===== config.mk =====
export PLATFORM = sky130hd
export DESIGN_NAME = power_sequencer
export DESIGN_NICKNAME = d
export VERILOG_FILES = /design/src/rtl/g15_pwrseq_pkg.sv /design/src/rtl/pwrseq_tick_timer.sv /design/src/rtl/power_sequencer.sv
export SDC_FILE = /design/constraint.sdc
export NUM_CORES = 1
export LEC_CHECK = 0
export CORE_MARGIN = 3
export CORE_UTILIZATION = 49
export CTS_CLUSTER_SIZE = 20
export DETAILED_ROUTE_END_ITERATION = 12
export GPL_ROUTABILITY_DRIVEN = 0
export PLACE_DENSITY = 0.75
export SLEW_MARGIN = 25
export SYNTH_ARGS = -nofsm -noshare
export SYNTH_HDL_FRONTEND = slang
export SYNTH_SLANG_ARGS = --single-unit

===== constraint.sdc =====
create_clock -name CLOCK -period 6.3 [get_ports CLOCK]
set_input_delay 1.26 -clock CLOCK [delete_from_list [all_inputs] [get_ports CLOCK]]
set_output_delay 1.26 -clock CLOCK [all_outputs]
set_load 0.02 [all_outputs]

===== src/rtl/g15_pwrseq_pkg.sv =====
// Shared types for the G-15 power-up sequencer: state encoding seen on dbg_state,
// default durations and the registered output decode.
package g15_pwrseq_pkg;

  localparam int TW = 12;

  localparam int T_CLEAR_DEF   = 150;
  localparam int T_PRE_OP_DEF  = 30;
  localparam int T_OP_DEF      = 60;
  localparam int T_POST_OP_DEF = 30;
  localparam int T_SETTLE_DEF  = 120;
  localparam int T_ATS_DEF     = 30;
  localparam int T_NT_DEF      = 120;
  localparam int T_TAPE_TO_DEF = 4000;

  typedef enum logic [3:0] {
    ST_IDLE    = 4'd0,
    ST_CLEAR   = 4'd1,
    ST_PRE_OP  = 4'd2,
    ST_OP      = 4'd3,
    ST_POST_OP = 4'd4,
    ST_SET1    = 4'd5,
    ST_ATS1    = 4'd6,
    ST_TAPE1   = 4'd7,
    ST_SET2    = 4'd8,
    ST_NT      = 4'd9,
    ST_SET3    = 4'd10,
    ST_ATS2    = 4'd11,
    ST_TAPE2   = 4'd12,
    ST_SET4    = 4'd13,
    ST_RUN     = 4'd14,
    ST_FAULT   = 4'd15
  } pwrseq_state_t;

  typedef struct packed {
    logic clear;
    logic op;
    logic no_op;
    logic ats;
    logic nt;
    logic go;
    logic busy;
    logic running;
  } pwr_out_t;

  localparam pwr_out_t OUT_RST = '{clear: 1'b0, op: 1'b0, no_op: 1'b1, ats: 1'b0,
                                   nt: 1'b0, go: 1'b0, busy: 1'b0, running: 1'b0};

  function automatic bit dur_ok(input int t);
    return (t >= 1) && (t <= 4095);
  endfunction

  function automatic pwr_out_t decode(input pwrseq_state_t s);
    pwr_out_t o;
    o = OUT_RST;
    case (s)
      ST_CLEAR:              o.clear = 1'b1;
      ST_PRE_OP, ST_POST_OP: o.no_op = 1'b0;
      ST_OP: begin
        o.no_op = 1'b0;
        o.op    = 1'b1;
      end
      ST_ATS1, ST_ATS2:      o.ats = 1'b1;
      ST_NT:                 o.nt = 1'b1;
      ST_RUN:                o.go = 1'b1;
      default: ;
    endcase
    o.busy    = !(s inside {ST_IDLE, ST_RUN, ST_FAULT});
    o.running = (s == ST_RUN);
    return o;
  endfunction

endpackage


===== src/rtl/pwrseq_tick_timer.sv =====
// Per-state tick_ms counter; done fires on the tick that completes `limit` ticks.
module pwrseq_tick_timer
  import g15_pwrseq_pkg::*;
(
  input  logic          CLOCK,
  input  logic          clr_i,
  input  logic          en_i,
  input  logic          tick_i,
  input  logic [TW-1:0] limit_i,
  output logic          done_o
);

  localparam logic [TW-1:0] ONE = 1;

  logic [TW-1:0] cnt_q;

  assign done_o = en_i & tick_i & (cnt_q == (limit_i - ONE));

  always_ff @(posedge CLOCK) begin
    if (clr_i) cnt_q <= '0;
    else if (en_i && tick_i) cnt_q <= cnt_q + ONE;
  end

endmodule


===== src/rtl/power_sequencer.sv =====
// G-15 power-up sequencer: clear, OP pulse, timing-track read-in, NT transfer, loader read-in, GO.
// Optional tape-wait timeout to FAULT is enabled by defining PWRSEQ_TAPE_TIMEOUT_EN.
module power_sequencer
  import g15_pwrseq_pkg::*;
#(
  parameter int T_CLEAR   = T_CLEAR_DEF,
  parameter int T_PRE_OP  = T_PRE_OP_DEF,
  parameter int T_OP      = T_OP_DEF,
  parameter int T_POST_OP = T_POST_OP_DEF,
  parameter int T_SETTLE  = T_SETTLE_DEF,
  parameter int T_ATS     = T_ATS_DEF,
  parameter int T_NT      = T_NT_DEF,
  parameter int T_TAPE_TO = T_TAPE_TO_DEF
) (
  input  logic       CLOCK,
  input  logic       rst,
  input  logic       tick_ms,
  input  logic       start,
  input  logic       abort,
  input  logic       WAIT_FOR_TAPE,
  output logic       PWR_CLEAR,
  output logic       PWR_NO_CLEAR,
  output logic       PWR_OP,
  output logic       PWR_NO_OP,
  output logic       PWR_ATS,
  output logic       PWR_NT,
  output logic       SW_GO,
  output logic       busy,
  output logic       running,
  output logic       fault,
  output logic [3:0] dbg_state
);

  if (!dur_ok(T_CLEAR) || !dur_ok(T_PRE_OP) || !dur_ok(T_OP) || !dur_ok(T_POST_OP) ||
      !dur_ok(T_SETTLE) || !dur_ok(T_ATS) || !dur_ok(T_NT) || !dur_ok(T_TAPE_TO)) begin : g_bad_dur
    $fatal(1, "power_sequencer: every duration parameter must be in 1..4095");
  end

  pwrseq_state_t state_q, state_d;
  pwr_out_t      out_q;
  logic          wft_q;
  logic          tape_fall;
  logic          tmr_en, tmr_done;
  logic [TW-1:0] limit;

  assign tape_fall = wft_q & ~WAIT_FOR_TAPE;

  always_comb begin
    limit  = 12'd1;
    tmr_en = 1'b1;
    case (state_q)
      ST_CLEAR:                            limit = 12'(T_CLEAR);
      ST_PRE_OP:                           limit = 12'(T_PRE_OP);
      ST_OP:                               limit = 12'(T_OP);
      ST_POST_OP:                          limit = 12'(T_POST_OP);
      ST_SET1, ST_SET2, ST_SET3, ST_SET4:  limit = 12'(T_SETTLE);
      ST_ATS1, ST_ATS2:                    limit = 12'(T_ATS);
      ST_NT:                               limit = 12'(T_NT);
`ifdef PWRSEQ_TAPE_TIMEOUT_EN
      ST_TAPE1, ST_TAPE2:                  limit = 12'(T_TAPE_TO);
`endif
      default:                             tmr_en = 1'b0;
    endcase
  end

  always_comb begin
    state_d = state_q;
    if (abort) begin
      state_d = ST_IDLE;
    end else begin
      case (state_q)
        ST_IDLE: if (start) state_d = ST_CLEAR;
        ST_TAPE1, ST_TAPE2: begin
          // a tape fall beats a coincident timeout
          if (tape_fall) state_d = pwrseq_state_t'(state_q + 4'd1);
`ifdef PWRSEQ_TAPE_TIMEOUT_EN
          else if (tmr_done) state_d = ST_FAULT;
`endif
        end
        ST_RUN, ST_FAULT: ;
        default: if (tmr_done) state_d = pwrseq_state_t'(state_q + 4'd1);
      endcase
    end
  end

  pwrseq_tick_timer u_timer (
    .CLOCK   (CLOCK),
    .clr_i   (rst | (state_d != state_q)),
    .en_i    (tmr_en),
    .tick_i  (tick_ms),
    .limit_i (limit),
    .done_o  (tmr_done)
  );

  always_ff @(posedge CLOCK) begin
    if (rst) begin
      state_q <= ST_IDLE;
      out_q   <= OUT_RST;
    end else begin
      state_q <= state_d;
      out_q   <= decode(state_d);
    end
  end

  always_ff @(posedge CLOCK) wft_q <= WAIT_FOR_TAPE;

`ifdef PWRSEQ_TAPE_TIMEOUT_EN
  logic fault_q;
  always_ff @(posedge CLOCK) begin
    if (rst) fault_q <= 1'b0;
    else     fault_q <= (state_d == ST_FAULT);
  end
  assign fault = fault_q;
`else
  assign fault = 1'b0;
`endif

  assign PWR_CLEAR    = out_q.clear;
  assign PWR_NO_CLEAR = ~out_q.clear;
  assign PWR_OP       = out_q.op;
  assign PWR_NO_OP    = out_q.no_op;
  assign PWR_ATS      = out_q.ats;
  assign PWR_NT       = out_q.nt;
  assign SW_GO        = out_q.go;
  assign busy         = out_q.busy;
  assign running      = out_q.running;
  assign dbg_state    = state_q;

endmodule


==> impl_results.md <==
- Sw Ratio: 25.8%
- CP arrival: 4080 ps
- Core area: 3150 µm²
- DRT Pass-1 Iters: 4
- Final Cell Area: 1860 µm²
- R2r worst-path depth: 10
- Vias: 1547
- DR WL/cell: 15.0 µm
- Synth cell types: 56
- Worst hold path type: reg2reg
- Fin crit share: 61.3%
- Comb power frac: 15.0%
- Kind of critical path: reg2reg
- Number of synthesized flops with an enable pin: 0
- RR Startpoint: dbg_state[0]
- Syn avg cell area: 8.03 µm²
- Critical path, cell by cell: inv_1 -> ha_1 -> nor4b_1 -> or4b_1 -> nand4b_4 -> a2111oi_4 -> mux2_4 -> o21ai_2 -> xnor2_1 -> nor3_1
- Largest net degree at the start of global routing: 24
- Critical path origin: dbg_state[0]
- Post_cts resized: 0
- Final setup viols: 0
- Number of global-route vias before repair: 1459
- Leak pwr: 0.000645 µW
- Final Critical Period: 3860 ps
- Num CTS Buffers: 3
- Hold path depth: 2
- Syn Inst Count: 207
- Unrepaired setup endpoints after global routing: no
- CP Launch Type: flop
- CP max stage cell: or4b_1
- Htree depth: 1
- Top post-synthesis cells by area: dfxtp_1 29%, nor3_1 5.7%, nor2_1 4.1%, ha_1 3.8%, xnor2_1 3.7%
- TritonCTS clock tree: built
- Worst Tran Pin Value: 879 ps
- WL final: 3910 µm
- Critical path's largest stage delay: 570 ps
- Ant diodes: 0
- Filler cells: 308
- Vias/cell: 5.95
- Switching pwr: 71.5 µW
- Main synth FF type: dfxtp_1
- Clock Path Buffers: 2
- Yosys top cell area share: 28.9%
- Setup Buffers After CTS: 0
- Cell Rows: 20
- Fin Setup TNS: 0 ps
- Worst Path Required: 6520 ps
- Area grow syn2layout: 12.1%
- Clock Pin Slew Worst Setup and Hold Paths: 130 ps
- Initial antenna violation count: 0
- Status: complete, no violations
- Worst slew margin: 40.9%
- ANT nets after route: 0
- Final hold vios: 0
- Synthesized area: 1660 µm²
- Worst Skew: 6.87 ps
- Reg power frac: 56.4%
- Internal power: 206 µW
- Delay-heaviest family, CP: simple AND/OR/NAND/NOR gates
- Total Routing Usage GR: 20.1%
- Starting DRT DRC Count: 174
- Layout cells sized above 1: 6.02%
- Yosys warnings: 0
- CTS sink cnt: 24
- Grt ovf: 0
- Die Wd: 64.3 µm
- Fmax: 259 MHz
- Worst Setup End Kind: flop
- Clk pwr share: 28.7%
- CTS Hold Buffers Added: 0
- Cell accounting for the most synthesized area: dfxtp_1
- Max cap viols: 0
- Sequential element share of the synthesized area: 28.9%
- Global-route wire length before repair: 6710 µm
- Die Span Y: 64.3 µm
- Io pins: 20
- Crit Path Max Fanout: 14
- Crit path depth: 10
- Port bufs: 18
- Initial Utilization: 52.7%
- Root Buffer: clkbuf_4
- DRC: 0
- Syn Nets: 218
- Hold Path Origin: u_timer.cnt_q[11]
- Die area: 4130 µm²
- Post-DP Area: 1830 µm²
- Buf/Inv on CP: 1
- Clock latency on the worst-skew pair: 310 ps
- Synth async-reset ratio: 0%
- Slew Limit Fails: 0
- Nets@finish: 228
- Post-DP HPWL: 2930 µm
- PwrDens: 149 nW/µm²
- #FFs+latches synth: 24
- Max IR drop VDD: 0.117 mV
## kinds of logic (layout without fill, tap and decap cells)
family	after synthesis	count (layout)	synth area share [%]
other	1	1	0.226
muxes	3	3	2.11
adders and majority gates	5	5	3.76
xor gates and xnor gates	14	14	7.37
DFF	24	24	28.9
and+or+nand+nor	97	97	32.4
buffers and inverters	22	31	6.24
AOI/OAI and AO/OA	41	41	19.0
## cell usage in the layout, fill, tap and decap left out, types with 3 or more instances in the layout
cell / instances
nand2b_1: 3
clkbuf_4: 3
inv_1: 9
o22ai_1: 3
nand4_1: 6
nor2_1: 18
and3_1: 8
xnor2_1: 7
o211ai_1: 3
and2_1: 3
nand2_1: 15
a22oi_1: 3
nor3_1: 19
nor2b_1: 3
a21oi_1: 8
or3_1: 4
xor2_1: 7
ha_1: 5
clkdlybuf4s50_1: 18
nand3_1: 5
dfxtp_1: 24
## layer usage
layer / global-route usage [%] / vias up / share of wire, %
li1: - / 761 / -
met1: 27.6 / 731 / 47
met2: 33.4 / 46 / 48
met3: 2.28 / 9 / 4.4
met4: 4.75 / 0 / 0.87
met5: 0 / - / 0
## worst paths after layout
check | slack [ps] | endpoint
setup / recovery | 2440 | u_timer.cnt_q[10]
hold / removal | 560 | u_timer.cnt_q[11]
setup reg to reg | 2440 | u_timer.cnt_q[10]
hold reg to reg | 560 | u_timer.cnt_q[11]
## power groups by stage
| stage | registers, µW | clock network, µW | logic [µW] |
|---|---|---|---|
| 2_1_floorplan | 160 | 0 | 27.2 |
| 3_3_place_gp | 159 | 0 | 39.5 |
| 3_5_place_dp | 160 | 0 | 40.5 |
| 4_1_cts | 156 | 81.1 | 40.8 |
| 5_1_grt | 157 | 86.8 | 45.2 |
| 6_report | 156 | 79.5 | 41.5 |
## synthesized netlist by cell type (6+ instances only)
| cell type | number |
|---|---|
| xnor2_1 | 7 |
| dfxtp_1 | 24 |
| nor2_1 | 18 |
| a21oi_1 | 8 |
| nand4_1 | 6 |
| nand2_1 | 15 |
| and3_1 | 8 |
| inv_1 | 9 |
| xor2_1 | 7 |
| nor3_1 | 19 |
## cell type report
cell class | instances | area, µm² | area share (%)
clock buffers | 4 | 36.3 | 1.95
inverters | 9 | 33.8 | 1.81
multi-input cells | 161 | 1080 | 57.9
flip-flops and latches | 24 | 480 | 25.8
well taps | 44 | 55.1 | 2.95
repair buffers | 18 | 180 | 9.66
## flip-flops by register name, summed over array words and instances, names as in the netlist
name,count
SW_GO,1
busy,1
PWR_ATS,1
wft_q,1
PWR_NO_OP,1
dbg_state,4
PWR_OP,1
u_timer.cnt_q,12
PWR_NT,1
PWR_CLEAR,1
## worst min-delay path, cell delays in order (launching register included)
cell	delay, ps
dfxtp_1	340
xnor2_1	140
nor3_1	40
## stage by stage
stage	worst slack (ps)	cells	total power (µW)	util, %	hold WS [ps]
final	2440	260	277	59.1	555
after global routing	2110	260	289	59.1	579
after CTS	2490	260	278	59.1	554
after detailed placement	2420	256	200	58.0	526
after global placement	2530	256	199	58.0	528
after floorplan	3150	207	187	-	514
(Power assumes the default switching activity.)
